[config.mk]
export PLATFORM = sky130hd
export DESIGN_NAME = match_filter
export DESIGN_NICKNAME = d
export VERILOG_FILES = /design/src/rtl/match_filter.sv
export SDC_FILE = /design/constraint.sdc
export NUM_CORES = 1
export LEC_CHECK = 0
export CAP_MARGIN = 5
export CORE_ASPECT_RATIO = 1.75
export CORE_MARGIN = 1
export CORE_UTILIZATION = 50
export DETAILED_ROUTE_END_ITERATION = 12
export DONT_BUFFER_PORTS = 1
export PLACE_DENSITY_LB_ADDON = 0.3
export SLEW_MARGIN = 25
export SYNTH_ARGS = -nofsm -noshare
export SYNTH_HDL_FRONTEND = slang
export SYNTH_SLANG_ARGS = --single-unit
[constraint.sdc]
create_clock -name s00_axis_aclk -period 5.2 [get_ports s00_axis_aclk]
set_input_delay 0.52 -clock s00_axis_aclk [delete_from_list [all_inputs] [get_ports s00_axis_aclk]]
set_output_delay 0.52 -clock s00_axis_aclk [all_outputs]
set_load 0.02 [all_outputs]
[src/rtl/match_filter.sv]
// Match filter: ratio-test gating of match words, per-frame summary, show-ahead FIFO.
// Optional absolute-distance gate: define MATCH_FILTER_ABSDIST_EN.
module match_filter #(
   parameter int C_S00_AXIS_TDATA_WIDTH = 32,
   parameter int C_M00_AXIS_TDATA_WIDTH = 32,
   parameter int NUM_BITS               = 8,
   parameter int RATIO                  = 2,
   parameter int FIFO_DEPTH             = 16,
   parameter int MAX_DIST               = 2
) (
   input  logic                                  s00_axis_aclk,
   input  logic                                  s00_axis_areset,
   input  logic                                  s00_axis_tvalid,
   input  logic                                  s00_axis_tlast,
   input  logic [C_S00_AXIS_TDATA_WIDTH-1:0]     s00_axis_tdata,
   input  logic [C_S00_AXIS_TDATA_WIDTH/8-1:0]   s00_axis_tstrb,
   output logic                                  s00_axis_tready,
   input  logic                                  m00_axis_tready,
   output logic                                  m00_axis_tvalid,
   output logic                                  m00_axis_tlast,
   output logic [C_M00_AXIS_TDATA_WIDTH-1:0]     m00_axis_tdata,
   output logic [C_M00_AXIS_TDATA_WIDTH/8-1:0]   m00_axis_tstrb
);
   localparam int KEY_SIZE = $clog2(NUM_BITS) + 1;
   localparam int PW       = KEY_SIZE + $clog2(RATIO) + 1;
   localparam int AW       = $clog2(FIFO_DEPTH);
   localparam int DW       = C_M00_AXIS_TDATA_WIDTH;

   typedef enum logic {RUN, SUMMARY} state_t;

   state_t          state_q, state_d;
   logic [DW:0]     mem_q [FIFO_DEPTH];
   logic [AW-1:0]   wptr_q, wptr_d, rptr_q, rptr_d;
   logic [AW:0]     cnt_q, cnt_d;
   logic [7:0]      tot_q, tot_d, acc_q, acc_d;
   logic            wr_en;
   logic [DW:0]     wr_word;
   logic            full, empty, in_fire, rd_fire, pass;
   logic [PW-1:0]   d1, d2, prod;
   logic            unused_in;

   assign unused_in = ^{s00_axis_tstrb,
                        s00_axis_tdata[C_S00_AXIS_TDATA_WIDTH-1:24]};

   assign full  = cnt_q == (AW+1)'(FIFO_DEPTH);
   assign empty = cnt_q == '0;

   assign s00_axis_tready = !s00_axis_areset && state_q == RUN && !full;
   assign m00_axis_tvalid = !s00_axis_areset && !empty;
   assign {m00_axis_tlast, m00_axis_tdata} = mem_q[rptr_q];
   assign m00_axis_tstrb  = '1;

   assign in_fire = s00_axis_tvalid && s00_axis_tready;
   assign rd_fire = m00_axis_tvalid && m00_axis_tready;

   // Widened so dist1*RATIO cannot wrap before the compare.
   assign d1   = PW'(s00_axis_tdata[23:20]);
   assign d2   = PW'(s00_axis_tdata[19:16]);
   assign prod = d1 * PW'(RATIO);

   always_comb begin
      pass = (d1 != PW'(NUM_BITS)) && (prod < d2);
`ifdef MATCH_FILTER_ABSDIST_EN
      pass = pass && (d1 <= PW'(MAX_DIST));
`endif
   end

`ifndef MATCH_FILTER_ABSDIST_EN
   localparam int unused_max_dist = MAX_DIST;
`endif

   always_comb begin
      state_d = state_q;
      tot_d   = tot_q;
      acc_d   = acc_q;
      wr_en   = 1'b0;
      wr_word = '0;
      unique case (state_q)
         RUN: begin
            wr_word[23:0] = s00_axis_tdata[23:0];
            if (in_fire) begin
               wr_en = pass;
               if (tot_q != 8'hff) tot_d = tot_q + 8'd1;
               if (pass && acc_q != 8'hff) acc_d = acc_q + 8'd1;
               if (s00_axis_tlast) state_d = SUMMARY;
            end
         end
         SUMMARY: begin
            wr_word[DW]   = 1'b1;
            wr_word[31]   = 1'b1;
            wr_word[15:8] = acc_q;
            wr_word[7:0]  = tot_q;
            if (!full) begin
               wr_en   = 1'b1;
               tot_d   = '0;
               acc_d   = '0;
               state_d = RUN;
            end
         end
         default: state_d = RUN;
      endcase
   end

   always_comb begin
      wptr_d = wptr_q + AW'(wr_en);
      rptr_d = rptr_q + AW'(rd_fire);
      cnt_d  = cnt_q + (AW+1)'(wr_en) - (AW+1)'(rd_fire);
   end

   always_ff @(posedge s00_axis_aclk) begin
      if (s00_axis_areset) begin
         state_q <= RUN;
         wptr_q  <= '0;
         rptr_q  <= '0;
         cnt_q   <= '0;
         tot_q   <= '0;
         acc_q   <= '0;
      end else begin
         state_q <= state_d;
         wptr_q  <= wptr_d;
         rptr_q  <= rptr_d;
         cnt_q   <= cnt_d;
         tot_q   <= tot_d;
         acc_q   <= acc_d;
      end
   end

   always_ff @(posedge s00_axis_aclk) begin
      if (wr_en) mem_q[wptr_q] <= wr_word;
   end
endmodule

==> impl_results.md, run 1 <==
- Num Clock Sinks: 430
- Full die area: 0.0348 mm^2
- Final period demand of the worst path: 3.76 ns
- Routed via count: 8037
- Clock skew: 0.0204 ns
- Post-route insts no fill: 1328
- Routed Antenna Nets: 0
- CP cell instances: inv_1, ha_1, nor4bb_1, or4_1, o21ai_2, inv_1, ha_1, inv_1, ha_1, fa_1, a21oi_1, nor2_1, or3_1, a21oi_1
- Clock Latency Late Sink: 0.54 ns
- Global-route usage over all layers: 0.223
- CP max stage delay: 0.57 ns
- Layout cells sized above 1: 0.298
- Post-synth EDFFs: 400
- # rows: 89
- Hold Crit Class: input port to flip-flop
- Initial DRC count: 696
- Avg Cell Area, Syn: 21.0 um^2
- PD cells: 400 mW/mm^2
- Drc violations: 0
- CTS buffer count: 37
- Critical Path Fanout Max: 14
- Tot Pwr: 7.54 mW
- Status: finished clean
- Final Hold Slack: 0.0352 ns
- Final net count: 898
- Synthesis-stage register bit count: 430
- Cell area after layout: 0.0189 mm^2
- Placed Area: 0.0177 mm^2
- Initial antenna violation count: 3
- CP endpoint kind: flip-flop
- Per-cell routed wire length: 27.9 um
- Resized cells post-CTS: 0
- WP data required: 5.67 ns
- Fillers: 2522
- Fin worst setup slack: 1.44 ns
- DP HPWL: 22.5 mm
- I/O pin cnt: 80
- CP max stage cell: o21ai_2
- DRT Pass-1 Iters: 5
- Final hold violations: 0
- Worst Tran Pin Value: 1.13 ns
- Pre-CTS setup slack: 1.45 ns
- H-tree depth: 2
- Static Leak: 5.77 nW
- Initial Utilization: 0.506
- Yosys warns: 0
- Port bufs: 0
- CTS tree: done
- RSZ-0062 raised after global routing: false
- Largest cells by area after synthesis: edfxtp_1 (71%), mux4_2 (17%), dfxtp_1 (3.5%), ha_1 (1.1%), mux2_2 (1.1%)
- Final period util: 0.722
- Global route overflow: 0
- Final Max Slew Viols: 0
- MaxCap Viol Count: 0
- Final setup vio count: 0
- Startpoint class of the critical path: flip-flop
- Max IR drop VDD: 256 uV
- Vias/cell: 6.05
- Top_reg_cell synth: edfxtp_1
- Clock transition at the registers of the reported paths: 0.07 ns
- Clock buffer depth: 3
- First-pass GRT wire length: 54.8 mm
- Mapped Cells: 810
- Routability cong.: 0.829
- Crit path arrival time: 4.23 ns
- FFs w/ async S/R, synth: 0
- Die width: 141 um
- Achievable Freq: 266 MHz
- Top cell type's share of synthesized area: 0.705
- Largest net degree at the start of global routing: 56
- Worst rel slew slack: 0.243
- Dominant cell type by area after synthesis: edfxtp_1
- Core box area: 0.0336 mm^2
- Vias in the first global route: 8522
- Post-Syn Area: 0.0170 mm^2
- Hold_buf cts: 0
- Synth cell types: 53
- Seq/Total Area, Yosys: 0.741
- Setup bufs post-CTS: 0
- Clock Tree Root: clkbuf_16
- Post-Place Cells: 1257
- Routed WL: 37.0 mm
- Critical path class: flip-flop to flip-flop
- Final Core Density: 0.561
- Die height: 246 um
- Setup TNS: 0 ns
- Area Growth Syn to Fin: 10.8%
-- layout make-up --
cell class | count | area, um^2 | share of cell area
sequential | 430 | 12600 | 0.669
inverter | 11 | 41.3 | 0.00219
tap | 455 | 569 | 0.0302
clock inverter | 22 | 136 | 0.00723
multi-input combinational | 328 | 4200 | 0.223
clock buffer | 46 | 1000 | 0.0531
antenna | 3 | 7.51 | 0.000398
timing repair buffer | 33 | 285 | 0.0151
-- report_power, final --
group | switching [mW] | leakage [nW] | internal (mW)
clock | 1.21 | 0.544 | 1.39
sequential | 0.0899 | 3.86 | 3.89
combinational | 0.505 | 1.37 | 0.457
total | 1.80 | 5.77 | 5.74
-- routing by layer --
metal	GRT usage	vias up	part of all wire
met3	0.0317	98	0.052
met5	0	-	0.00043
met1	0.265	4253	0.36
li1	-	3384	-
met2	0.401	300	0.55
met4	0.0984	2	0.041
-- cells in the mapped netlist, drive strengths merged, types with 6 or more instances --
cell / count
nor3: 7
nand2: 19
o21ai: 12
a21oi: 19
ha: 15
clkbuf: 15
or3: 6
edfxtp: 400
mux4: 125
dfxtp: 30
inv: 11
nor2b: 13
mux2: 16
buf: 35
nor2: 32
nand3: 8
-- flip-flops by register name (all words and copies together) (netlist names) --
name	count
cnt_q	5
rptr_q	4
state_q	1
tot_q	8
wptr_q	4
mem_q	400
acc_q	8
-- logic make-up (layout without fill, tap and decap cells) --
kind of cell / count (synthesis) / in the layout / synth area share
AO/OA/AOI/OAI: 45 / 45 / 0.0158
XOR/XNOR: 7 / 7 / 0.00360
adder cells (fa/ha/maj): 16 / 16 / 0.0122
buffers and inverters: 61 / 112 / 0.0177
flip-flops: 430 / 430 / 0.741
multiplexers: 142 / 142 / 0.177
other: 2 / 14 / 0.000441
AND/OR/NAND/NOR: 107 / 107 / 0.0330
-- cells in the final DEF, fill, tap and decap left out, drive strengths merged, types with 4 or more instances in the layout --
| cell | netlist | layout |
|---|---|---|
| edfxtp | 400 | 400 |
| mux4 | 125 | 125 |
| clkbuf | 15 | 46 |
| buf | 35 | 33 |
| nor2 | 32 | 32 |
| dfxtp | 30 | 30 |
| a21oi | 19 | 19 |
| nand2 | 19 | 19 |
| mux2 | 16 | 16 |
| clkinv | 0 | 16 |
| ha | 15 | 15 |
| nor2b | 13 | 13 |
| inv | 11 | 12 |
| o21ai | 12 | 12 |
| conb | 2 | 11 |
| nand3 | 8 | 8 |
| nor3 | 7 | 7 |
| or3 | 6 | 6 |
| clkinvlp | 0 | 5 |
| nand2b | 4 | 4 |
| a31oi | 4 | 4 |
| xnor2 | 4 | 4 |
-- worst max-delay path, delay by kind of cell, from the launching register on --
kind,cells,cell delay (ns)
compound gates,3,0.86
fa+ha+maj,4,1.17
buf+inv,3,0.21
flops,1,0.35
simple gates,4,1.09
-- worst paths after layout --
check                        from        to  slack (ns)  cells after the start
setup / recovery         cnt_q[2]  cnt_q[4]        1.44                     14
hold / removal    s00_axis_areset   state_q        0.04                      1
setup reg to reg         cnt_q[2]  cnt_q[4]        1.44                     14
hold reg to reg          tot_q[6]  tot_q[6]        0.52                      2
Power figures use the tool's default switching activity.
==> run 2: changes to the inputs <==
clock period = 3.7 ns   (was 5.2 ns; I/O delays follow)
==> run 2 against run 1 <==
Compared with the run above:
- sequential share of layout area shrank 0.080 points
- register-to-register slack lost 1.1 ns
- sequential power grew 40%
- power grew 40%
- clock skew is essentially flat
- setup slack lost 1.1 ns
- global-route usage shrank 0.14 points
- worst hold slack gained 0.0062 ns
- largest power group unchanged
- highest routed layer unchanged
==> impl_results.md, run 2 (same netlist as run 1, synthesis figures left out) <==
- CTS tree: done
- Hold_sp: s00_axis_areset
- P_int: 8.13 mW (+42%)
- Setup TNS: 0 ns (unchanged)
- Core box area: 0.0336 mm^2 (unchanged)
- Fin worst setup slack: 0.360 ns (-1.08 ns)
- Achievable Freq: 299 MHz (+12%)
- Port bufs: 0 (unchanged)
- Net Sw Frac: 0.232 (-0.00727)
- PD cells: 560 mW/mm^2 (+40%)
- H-tree depth: 2 (unchanged)
- RSZ-0062 raised after global routing: false
- Die height: 246 um (unchanged)
- Net switching power: 2.45 mW (+36%)
- Initial DRC count: 692 (-0.57%)
- DP HPWL: 21.8 mm (-2.9%)
- Commonest non-fill, non-tap cell in the layout: edfxtp_1
- Critical Path Fanout Max: 5 (-9)
- Crit path arrival time: 3.77 ns (-0.46 ns)
- Clock Tree Root: clkbuf_16
- Max IR drop VDD: 358 uV (+40%)
- Drc violations: 0 (unchanged)
- Clock transition at the registers of the reported paths: 0.07 ns (about the same)
- Clock Latency Late Sink: 0.53 ns (about the same)
- I/O pin cnt: 80 (unchanged)
- Vias/cell: 6.15 (+1.7%)
- Pre-CTS setup slack: 0.447 ns (-1.01 ns)
- Post-Place Cells: 1259 (+0.16%)
- Static Leak: 5.75 nW (-0.27%)
- Layout cells sized above 1: 0.290 (-0.00820)
- Most flop-heavy register: mem_q
- R2R Setup Slk: 0.36 ns (-1.08 ns)
- Area Growth Syn to Fin: 10.9%
- Final period demand of the worst path: 3.34 ns (-0.416 ns)
- Hold Crit Class: input port to flip-flop
- Critical path class: flip-flop to flip-flop
- Global route overflow: 0 (unchanged)
- R2R depth: 14 (unchanged)
- DRT Pass-1 Iters: 6 (+1)
- Worst Tran Pin Value: 1.07 ns (-0.0671 ns)
- Gate power share: 0.132 (+0.004)
- Routability cong.: 0.806 (-2.8%)
- Full die area: 0.0348 mm^2 (unchanged)
- Critical R2R Capture: cnt_q[4]
- Commonest cells after routing, fill and taps aside: edfxtp_1 (400), mux4_2 (125), clkbuf_16 (37)
- Post-route insts no fill: 1324 (-0.30%)
- Num Clock Sinks: 430 (unchanged)
- CP endpoint kind: flip-flop
- Largest regs: mem_q x400, acc_q x8, tot_q x8
- # rows: 89 (unchanged)
- Global-route usage over all layers: 0.221 (-0.00138)
- Max FFs per register: 400 (unchanged)
- Final hold violations: 0 (unchanged)
- Clk pwr share: 0.340 (-0.004)
- Hold depth: 2 (+1)
- Final Max Slew Viols: 0 (unchanged)
- MaxCap Viol Count: 0 (unchanged)
- Initial antenna violation count: 3 (unchanged)
- Vias in the first global route: 8667 (+1.7%)
- Clock skew: 0.0208 ns (+0.000482 ns)
- Hold Path End: acc_q[0]
- Largest net degree at the start of global routing: 56 (unchanged)
- Final net count: 900 (+0.22%)
- Setup bufs post-CTS: 0 (unchanged)
- Seq pwr share: 0.528 (about the same)
- Routed WL: 37.2 mm (+0.68%)
- Critical Path Start: cnt_q[2]
- First-pass GRT wire length: 54.3 mm (-0.92%)
- Per-cell routed wire length: 28.1 um (+0.99%)
- Status: finished clean
- Final period util: 0.903 (+0.180)
- Final setup vio count: 0 (unchanged)
- Routed via count: 8148 (+1.4%)
- Initial Utilization: 0.506 (unchanged)
- WP data required: 4.13 ns (-1.54 ns)
- Clock buffer depth: 3 (unchanged)
- Routed Antenna Nets: 0 (unchanged)
- Critical R2R Launch: cnt_q[2]
- CTS buffer count: 36 (-2.7%)
- Die width: 141 um (unchanged)
- Worst rel slew slack: 0.288 (+0.0448)
- Startpoint class of the critical path: flip-flop
## run 2: timing repair
action,CTS,global route
gates resized for setup,0,0
endpoints found under the hold margin,20,0
hold buffers,1,0
## run 2: layout make-up
cell class,instances,area (um^2)
Antenna cell,2,5.00
Clock buffer,48,977
Clock inverter,14,114
Fill cell,2514,14700
Inverter,11,41.3
Multi-Input combinational cell,328,4230
Sequential cell,430,12600
Tap cell,455,569
Timing Repair Buffer,36,335
## run 2: critical path, stage by stage, from the launching register on
cell and delay [ns]:
dfxtp_1 0.35, inv_1 0.07, ha_1 0.23, nor4bb_1 0.19, or4_1 0.50, o21ai_2 0.15, inv_1 0.07, ha_1 0.27
inv_1 0.04, ha_1 0.21, fa_1 0.44, a21oi_1 0.17, nor2_1 0.08, or3_1 0.35, a21oi_1 0.15
## run 2: how the worst max path moves through the flow
stage / end
after CTS: cnt_q[4]
final: cnt_q[4]
after global placement: cnt_q[4]
after detailed placement: cnt_q[4]
after floorplan: cnt_q[4]
after global routing: cnt_q[4]
## run 2: power groups by stage
stage	clock network, mW	logic [mW]	registers [mW]
global placement	0	1.35	5.68
floorplan	0	1.16	5.61
detailed placement	0	1.41	5.69
global route	3.80	1.51	5.59
finish	3.59	1.40	5.58
CTS	3.64	1.42	5.59
## run 2: through the flow
step                      hold slack [ns]  power, mW  cell area (um^2)  utilization
after CTS                          0.0191       10.6             18900        0.561
after floorplan                     0.464       6.77             17100            -
after detailed placement            0.441       7.10             17800        0.529
after global routing               0.0236       10.9             18900        0.562
final                              0.0414       10.6             18900        0.562
after global placement              0.437       7.02             17800        0.529
## run 2: metal layers
layer  vias to the layer above  routed length [um]  GRT usage
li1                       3388                   -          -
met1                      4336               13600      0.262
met2                       337               20300      0.402
met3                        85                2150     0.0342
met4                         2                1160     0.0863
met5                         -                  10          0
